$ cat src/rtl/uart_tx_fifo_if.sv
// uart_tx_fifo_if: valid/ready write channel from a producer into the UART TX FIFO.
interface uart_tx_fifo_if #(parameter int FRAME_WD = 8);
   logic                tx_valid;
   logic                tx_ready;
   logic [FRAME_WD-1:0] tx_data;
   modport master (output tx_valid, output tx_data, input tx_ready);
   modport slave  (input tx_valid, input tx_data, output tx_ready);
endinterface

$ cat src/rtl/uart_tx_fifo.sv
// uart_tx_fifo: FIFO-fed UART transmitter, 5..9 data bits, optional parity, 1/2 stop bits.
// Define UART_TX_BREAK_EN to add the tx_break input and a line-break state.
module uart_tx_fifo #(
   parameter int    CLK_FREQUENCE = 50_000_000,
   parameter int    BAUD_RATE     = 9600,
   parameter string PARITY        = "NONE",
   parameter int    FRAME_WD      = 8,
   parameter int    STOP_BITS     = 1,
   parameter int    FIFO_DEPTH    = 4
) (
   input  logic                         clk,
   input  logic                         rst_n,
   uart_tx_fifo_if.slave                wr,
`ifdef UART_TX_BREAK_EN
   input  logic                         tx_break,
`endif
   output logic [$clog2(FIFO_DEPTH):0]  fifo_count,
   output logic                         tx_busy,
   output logic                         tx_done,
   output logic                         uart_tx
);
   localparam int BAUD_CNT = CLK_FREQUENCE / BAUD_RATE;
   localparam int BW       = BAUD_CNT > 1 ? $clog2(BAUD_CNT) : 1;
   localparam int AW       = $clog2(FIFO_DEPTH);
   localparam int CW       = AW + 1;
   localparam bit HAS_PAR  = PARITY != "NONE";
   localparam bit ODD_PAR  = PARITY == "ODD";

`ifdef UART_TX_BREAK_EN
   typedef enum logic [2:0] {IDLE, START, DATA, PAR_BIT, STOP, BREAK} state_t;
`else
   typedef enum logic [2:0] {IDLE, START, DATA, PAR_BIT, STOP} state_t;
`endif

   state_t              state_q, state_d;
   logic [BW-1:0]       baud_q, baud_d;
   logic [3:0]          bit_q, bit_d;
   logic [FRAME_WD-1:0] shift_q, shift_d;
   logic                par_q, par_d;
   logic                tx_q, tx_d;
   logic                done_q, done_d;
   logic [AW-1:0]       wr_q, wr_d, rd_q, rd_d;
   logic [CW-1:0]       cnt_q, cnt_d;
   logic [FRAME_WD-1:0] mem_q [FIFO_DEPTH];
   logic                ready, push, pop, launch, baud_end;

`ifdef UART_TX_BREAK_EN
   localparam int FRAME_CLKS = (1 + FRAME_WD + int'(HAS_PAR) + STOP_BITS) * BAUD_CNT;
   localparam int KW         = $clog2(FRAME_CLKS);
   logic          brk_q, brk_d;
   logic [KW-1:0] bcnt_q, bcnt_d;
   logic          bcnt_full;
   assign bcnt_full = bcnt_q == KW'(FRAME_CLKS - 1);
`endif

   // Ready depends on the count only, so a full FIFO refuses a write even on a pop edge.
   assign ready       = cnt_q < CW'(FIFO_DEPTH);
   assign wr.tx_ready = ready;
   assign push        = wr.tx_valid && ready;
   assign baud_end    = baud_q == BW'(BAUD_CNT - 1);
   assign fifo_count  = cnt_q;
   assign tx_busy     = state_q != IDLE;
   assign tx_done     = done_q;
   assign uart_tx     = tx_q;

   always_comb begin
      state_d = state_q;
      baud_d  = (state_q == IDLE || baud_end) ? '0 : baud_q + 1'b1;
      bit_d   = bit_q;
      shift_d = shift_q;
      par_d   = par_q;
      tx_d    = tx_q;
      done_d  = 1'b0;
      launch  = 1'b0;
      pop     = 1'b0;
`ifdef UART_TX_BREAK_EN
      brk_d   = brk_q;
      bcnt_d  = bcnt_q;
`endif
      case (state_q)
         IDLE:    launch = 1'b1;
         START:   if (baud_end) begin state_d = DATA; bit_d = '0; tx_d = shift_q[0]; end
         DATA:    if (baud_end) begin
            if (bit_q == 4'(FRAME_WD - 1)) begin
               state_d = HAS_PAR ? PAR_BIT : STOP;
               tx_d    = HAS_PAR ? par_q : 1'b1;
               bit_d   = '0;
            end else begin
               bit_d   = bit_q + 1'b1;
               shift_d = shift_q >> 1;
               tx_d    = shift_q[1];
            end
         end
         PAR_BIT: if (baud_end) begin state_d = STOP; tx_d = 1'b1; end
         STOP:    if (baud_end) begin
            if (bit_q != 4'(STOP_BITS - 1)) bit_d = bit_q + 1'b1;
`ifdef UART_TX_BREAK_EN
            else if (brk_q) begin state_d = IDLE; brk_d = 1'b0; end
`endif
            else begin done_d = 1'b1; launch = 1'b1; end
         end
`ifdef UART_TX_BREAK_EN
         BREAK: begin
            bcnt_d = bcnt_full ? bcnt_q : bcnt_q + 1'b1;
            if (bcnt_full && !tx_break) begin
               state_d = STOP;
               tx_d    = 1'b1;
               bit_d   = '0;
               baud_d  = '0;
               brk_d   = 1'b1;
            end
         end
`endif
         default: state_d = IDLE;
      endcase
      // A frame boundary (or idle) either starts the next queued word or parks the line high.
      if (launch) begin
`ifdef UART_TX_BREAK_EN
         if (tx_break) begin state_d = BREAK; tx_d = 1'b0; bcnt_d = '0; end else
`endif
         begin
            pop     = cnt_q != '0;
            state_d = pop ? START : IDLE;
            tx_d    = !pop;
         end
      end
      if (pop) begin
         shift_d = mem_q[rd_q];
         par_d   = ODD_PAR ^ (^mem_q[rd_q]);
      end
      wr_d  = push ? wr_q + 1'b1 : wr_q;
      rd_d  = pop ? rd_q + 1'b1 : rd_q;
      cnt_d = cnt_q + CW'(push) - CW'(pop);
   end

   always_ff @(posedge clk or negedge rst_n) begin
      if (!rst_n) begin
         state_q <= IDLE;
         baud_q  <= '0;
         bit_q   <= '0;
         shift_q <= '0;
         par_q   <= 1'b0;
         tx_q    <= 1'b1;
         done_q  <= 1'b0;
         wr_q    <= '0;
         rd_q    <= '0;
         cnt_q   <= '0;
`ifdef UART_TX_BREAK_EN
         brk_q   <= 1'b0;
         bcnt_q  <= '0;
`endif
      end else begin
         state_q <= state_d;
         baud_q  <= baud_d;
         bit_q   <= bit_d;
         shift_q <= shift_d;
         par_q   <= par_d;
         tx_q    <= tx_d;
         done_q  <= done_d;
         wr_q    <= wr_d;
         rd_q    <= rd_d;
         cnt_q   <= cnt_d;
`ifdef UART_TX_BREAK_EN
         brk_q   <= brk_d;
         bcnt_q  <= bcnt_d;
`endif
      end
   end

   always_ff @(posedge clk) begin
      if (push) mem_q[wr_q] <= wr.tx_data;
   end
endmodule

$ cat src/flat_wrapper.sv
// flat-port wrapper written by rule: the top's interface ports become plain ports
module uart_tx_fifo_flat 
#(
   parameter int    CLK_FREQUENCE = 50_000_000,
   parameter int    BAUD_RATE     = 9600,
   parameter string PARITY        = "    ",
   parameter int    FRAME_WD      = 8,
   parameter int    STOP_BITS     = 1,
   parameter int    FIFO_DEPTH    = 4
)
  (clk, rst_n, fifo_count, tx_busy, tx_done, uart_tx, wr_tx_valid, wr_tx_data, wr_tx_ready);
  uart_tx_fifo_if #(.FRAME_WD(FRAME_WD)) wr_i ();
  input  logic clk;
  input  logic rst_n;
  output logic [$clog2(FIFO_DEPTH):0] fifo_count;
  output logic tx_busy;
  output logic tx_done;
  output logic uart_tx;
  input wire logic [$bits(wr_i.tx_valid)-1:0] wr_tx_valid;
  input wire logic [$bits(wr_i.tx_data)-1:0] wr_tx_data;
  output wire logic [$bits(wr_i.tx_ready)-1:0] wr_tx_ready;
  assign wr_i.tx_valid = wr_tx_valid;
  assign wr_i.tx_data = wr_tx_data;
  assign wr_tx_ready = wr_i.tx_ready;
  uart_tx_fifo #(.CLK_FREQUENCE(CLK_FREQUENCE), .BAUD_RATE(BAUD_RATE), .PARITY(PARITY), .FRAME_WD(FRAME_WD), .STOP_BITS(STOP_BITS), .FIFO_DEPTH(FIFO_DEPTH)) u_core (.clk(clk), .rst_n(rst_n), .wr(wr_i), .fifo_count(fifo_count), .tx_busy(tx_busy), .tx_done(tx_done), .uart_tx(uart_tx));
endmodule
$ cat config.mk
export PLATFORM = sky130hd
export DESIGN_NAME = uart_tx_fifo_flat
export DESIGN_NICKNAME = d
export VERILOG_FILES = /design/src/rtl/uart_tx_fifo_if.sv /design/src/rtl/uart_tx_fifo.sv /design/src/flat_wrapper.sv
export SDC_FILE = /design/constraint.sdc
export NUM_CORES = 1
export LEC_CHECK = 0
export CAP_MARGIN = 20
export CORE_MARGIN = 2
export CORE_UTILIZATION = 50
export CTS_BUF_LIST = sky130_fd_sc_hd__clkbuf_4 sky130_fd_sc_hd__clkbuf_8
export DETAILED_ROUTE_END_ITERATION = 8
export GPL_TIMING_DRIVEN = 0
export PLACE_DENSITY = 0.72
export SYNTH_ARGS = -nofsm -noshare
export SYNTH_HDL_FRONTEND = slang
export SYNTH_SLANG_ARGS = --single-unit
$ cat constraint.sdc
create_clock -name clk -period 3.5 [get_ports clk]
set_input_delay 0.7 -clock clk [delete_from_list [all_inputs] [get_ports clk]]
set_output_delay 0.7 -clock clk [all_outputs]
set_load 0.01 [all_outputs]
# Yosys cells after proc, flatten, opt, wreduce, memory -nomap -nowiden
# Memory sizes are Yosys's and may differ from the RTL's.
# Cells that the tools add are included.
dict set report word_totals {
  reg_bits 38
  mem_bits_rw 32
  inputBits 11
  output_inout_bits 7
  word_cells 82
  n_memories 1
}
dict set report op_classes {
  n_addsub 6
  n_lt_le_gt_ge 1
  n_eq_ne 16
  muxes 31
  reduce_logical 17
}
# memory words width rd rd_ports_with_merged_regs write_ports line
set memory_table {}
lappend memory_table {u_core.mem_q 4 8 1 0 1 uart_tx_fifo.sv:44} ;# logic [FRAME_WD-1:0] mem_q [FIFO_DEPTH];
# op count
set op_table {}
lappend op_table {{$mux 8} 4}
lappend op_table {{$mux 4} 5}
lappend op_table {{$mux 3} 5}
lappend op_table {{$add 13x1->13 const B} 1}
lappend op_table {{$eq 13x13->1 const B} 1}
lappend op_table {{$mux 13} 1}
lappend op_table {{$mux 1} 12}
lappend op_table {{$ne 2x1->1 const B} 6}
lappend op_table {{$ne 3x1->1 const B} 4}
lappend op_table {{$pmux 3 s4} 1}
lappend op_table {{$pmux 4 s3} 1}
lappend op_table {{$reduce_and 5->1} 2}
lappend op_table {{$reduce_bool 3->1} 3}
lappend op_table {{$reduce_bool 4->1} 2}
lappend op_table {{$reduce_xor 8->1} 1}
lappend op_table {{$eq 3x2->1 const B} 2}
lappend op_table {{$add 2x1->2 const B} 2}
lappend op_table {{$add 4x1->4 const B} 1}
lappend op_table {{$eq 4x3->1 const B} 1}
lappend op_table {{$reduce_and 4->1} 1}
lappend op_table {{$reduce_bool 2->1} 2}
lappend op_table {{$add 3x1->3} 1}
lappend op_table {{$eq 3x1->1 const B} 1}
lappend op_table {{$eq 3x3->1 const B} 1}
lappend op_table {{10 further kinds} 10}

# Logic depth before layout (Yosys ltp)
dict set report depth {
  word_depth 7
  ltp_mapped 11
  depth_no_buf 11
}

# Least setup slack after synthesis
# OpenSTA, ideal clock, no wires.
dict set report synth_timing {
  path_type {reg2reg}
  from {reg u_core.baud_q[0]}
  to {reg u_core.cnt_q[2], in the netlist u_core.fifo_count[2]}
  setup_time_ps 124
  arrival_time_ps 2256
  required_ps 3376
  setup_slack_ps 1120
  stages_incl_launch_ff 9
  path_buffers 0
  path_cell_list {dfrtp_1 ha_1 nor4bb_1 nand3_1 o21a_1 or3_1 fa_1 xnor2_1 xnor2_1}
}
dict set report synth_between {
  elab_chain_cells 5
}
# item line
set synth_rtl {}
lappend synth_rtl {{start: declaration} uart_tx_fifo.sv:36} ;# logic [BW-1:0] baud_q, baud_d;
lappend synth_rtl {{start signal: assignment} uart_tx_fifo.sv:154} ;# baud_q <= baud_d;
lappend synth_rtl {{$eq 13x13->1} uart_tx_fifo.sv:60} ;# assign baud_end = baud_q == BW'(BAUD_CNT - 1);
lappend synth_rtl {{$mux 1} uart_tx_fifo.sv:95} ;# STOP: if (baud_end) begin
lappend synth_rtl {{$pmux 1 s2} uart_tx_fifo.sv:80} ;# case (state_q)
lappend synth_rtl {{$mux 1} uart_tx_fifo.sv:117} ;# if (launch) begin
lappend synth_rtl {{$sub 3x1->3} uart_tx_fifo.sv:133} ;# cnt_d = cnt_q + CW'(push) - CW'(pop);
lappend synth_rtl {{via u_core.cnt_d[2]} uart_tx_fifo.sv:43} ;# logic [CW-1:0] cnt_q, cnt_d;
lappend synth_rtl {{end signal: assignment} uart_tx_fifo.sv:162} ;# cnt_q <= cnt_d;
lappend synth_rtl {{end: declaration} uart_tx_fifo.sv:43}
# The timed path passes the listed nets, and every way through them passes these cells.
# A chain may end at the register's enable or synchronous reset.

# Worst setup path after layout
# Ends and elaborated chain as after synthesis.

==> impl_metrics.ini <==
[synth]
synth_seq_area_share_pct = 57.8
dominantRegCellSynth = dfrtp_1
synth-edff-count = 32
synth.distinct_cells = 49
synth-seq-cells = 70
syn_inst = 253
synth_area_sq_um = 3310
synth_fp_nets = 273
synthArstFlopShare_pct = 54.3
synth.avg_cell_area_sq_um = 13.1
yosys_warnings = 0

[timing]
max_freq_ghz = 0.378
clock_skew_ns = 0.00519
hold_viol = 0
setup_viol = 0
rsz0062_at_grt = false
finalCriticalPeriod_ns = 2.64
slew_violations = 0
fin_crit_sh_pct = 75.5
tightest_slew_ns = 0.852
relSlewSlack_pct = 43.2
finalSetupTns_ns = 0

[cells_and_area]
drive_gt1_share_pct = 13.6
fin_nets = 301
post-route-util_pct = 59.4
n_antenna_cell = 0
area_growth_pct = 14.6

[floorplanning]
start_util_pct = 51.8
coreArea_sq_um = 6390
die-area_sq_um = 7290
ioPinCount = 18
rows = 29
dieHeight_um = 85.4
die_w_um = 85.4

[clocking]
ctsHoldBuffers = 0
clock-sinks = 70
clk_path_buf_depth = 2
cts_max_level = 3
post_cts_buffers = 0
cts-root-buf = clkbuf_8
clk_pin_slew_ns = 0.08
clock_insertion_delay_worst_skew_ns = 0.34
ctsResizeCount = 0
cts_tree = built
cts_made_buffers = 9

[pwr]
p_leak_nw = 1.47
p_sw_mw = 0.846
power_frac_comb_pct = 31.1
pwr-share-clk_pct = 26.1
intPower_mw = 1.92
ir_drop_v = 0.000402
power_density_nw_per_um2 = 730
seqPwrFrac_pct = 42.8
netSwitchingFraction_pct = 30.5

[grt]
grt_pass1_vias = 2015
grt_pass1_wl_mm = 9.48
grt_start_max_net_pins = 39
grt_overflow = 0
grt_use_total_pct = 16.9
antenna_found_initial = 0

[placement]
io_buffers = 17
gp_congestion = 0.808
dpl.hpwl_mm = 3.66

[worst_setup_path]
path_class = register to register
cpPeakStageDelay_ns = 0.42
crit_arrival_ns = 2.92
crit_top_cell = xnor2_1
critPathSlowestCell = fa_1
cp_cell_sequence = ha_1 -> nor4bb_1 -> nand3_1 -> o21a_1 -> or3_1 -> fa_1 -> xnor2_1 -> xnor2_1
cp-end-kind = register
crit_fanout = 5
crit_path_start_kind = register
worstPathRequired_ns = 3.77

[detailed_routing]
wl_mm = 5.44
vias_per_cell = 5.44
dr.pass1.iters = 4
ant_nets = 0
drt_iter0_markers = 81
detail_route.wl_per_cell_um = 15.0
drc = 0
vias = 1976

[outcome]
outcome = complete, no violations

[hold_path]
hp-class = input port to async pin

[run]
drv_cap = 0
area by class of cell:
| type | instances | area, sq um |
|---|---|---|
| Buffer | 10 | 61.3 |
| Clock buffer | 9 | 124 |
| Clock inverter | 7 | 98.8 |
| Fill cell | 533 | 2590 |
| Inverter | 8 | 30.0 |
| Multi-Input combinational cell | 165 | 1310 |
| Sequential cell | 70 | 1910 |
| Tap cell | 77 | 96.3 |
| Timing Repair Buffer | 17 | 165 |
cells by family after synthesis:
| kind of cell | synth area share, % |
|---|---|
| AO/OA/AOI/OAI | 5.33 |
| XOR/XNOR | 5.82 |
| adder cells (fa/ha/maj) | 3.63 |
| buffers and inverters | 2.76 |
| flip-flops | 57.8 |
| multiplexers | 10.7 |
| AND/OR/NAND/NOR | 13.9 |
layout by cell type (no fill, tap or decap), types with 6 or more instances in the layout:
master           count
edfxtp_1            32
clkdlybuf4s50_1     16
dfrtp_1             37
or3_1                6
mux2_2              12
inv_1                8
nor3_1               6
o21ai_0             14
nand3_1             10
nand2_1             13
xnor2_1             17
nor2_1              20
and2_1               6
mux4_1               8
clkbuf_8             9
ha_1                 8
synth_stat cells, types with 2 or more instances:
master / instances / area, sq um
ha_1: 8 / 100
buf_6: 2 / 22.5
nor3b_1: 2 / 15.0
nand3_1: 10 / 50.1
mux4_1: 8 / 210
nand2_1: 13 / 48.8
clkbuf_1: 3 / 11.3
xnor2_1: 17 / 149
nand2b_1: 3 / 18.8
dfrtp_1: 37 / 926
and2_1: 6 / 37.5
and3_1: 4 / 25.0
nor2b_1: 2 / 12.5
buf_2: 3 / 15.0
mux2_2: 12 / 135
nor2_1: 20 / 75.1
nor3_1: 6 / 30.0
o21ai_0: 14 / 70.1
inv_1: 8 / 30.0
or3_1: 6 / 37.5
a21oi_1: 5 / 25.0
edfxtp_1: 32 / 961
nand4_1: 2 / 12.5
xor2_1: 5 / 43.8
routing by layer:
metal,global-route usage [%],routed length [um],vias up
met3,4.57,187,8
met4,7.50,79,0
met1,21.6,2600,955
met5,0,0,-
met2,27.0,2570,34
li1,-,-,979
sequential cells by signal, summed over array words and instances, names as in the netlist, 2 cells and up:
name,cells
u_core.wr_q,2
u_core.rd_q,2
u_core.shift_q,8
u_core.baud_q,13
u_core.state_q,3
u_core.bit_q,4
u_core.fifo_count,3
u_core.mem_q,32
path summary, 6_finish.rpt:
kind / startpoint / endpoint / slack, ns / depth (start not counted)
min in group clk: u_core.baud_q[0] / u_core.baud_q[0] / 0.52 / 1
hold / removal: rst_n / u_core.fifo_count[2] / 0.46 / 1
max in group asynchronous: rst_n / u_core.shift_q[4] / 2.50 / 1
setup / recovery: u_core.baud_q[0] / u_core.fifo_count[2] / 0.86 / 8
hold reg to reg: u_core.baud_q[0] / u_core.baud_q[0] / 0.52 / 1
setup reg to reg: u_core.baud_q[0] / u_core.fifo_count[2] / 0.86 / 8
power by group through the flow:
stage               Clock, mW  Combinational (mW)  Sequential (mW)
detailed placement          0               0.870             1.20
global placement            0               0.857             1.19
CTS                     0.736               0.876             1.18
finish                  0.723               0.862             1.18
floorplan                   0               0.659             1.18
global route            0.775               0.975             1.21
stage by stage:
step / worst slack (ns) / power, mW / hold slack [ns] / instance area [sq um] / instances
after detailed placement: 0.874 / 2.07 / 0.507 / 3570 / 347
after global placement: 0.789 / 2.05 / 0.505 / 3580 / 347
after CTS: 0.851 / 2.80 / 0.479 / 3790 / 363
after global routing: 0.634 / 2.96 / 0.518 / 3790 / 363
after floorplan: 1.12 / 1.83 / 0.404 / 3310 / 253
final: 0.857 / 2.77 / 0.461 / 3790 / 363
worst max-delay path: cells and delay by family (launching register included):
kind	cells	cell delay, ns
xor+xnor	2	0.30
compound gates	1	0.26
flops	1	0.41
simple gates	3	0.90
fa+ha+maj	2	0.70
Note: power is estimated with default switching activity, not from simulation.
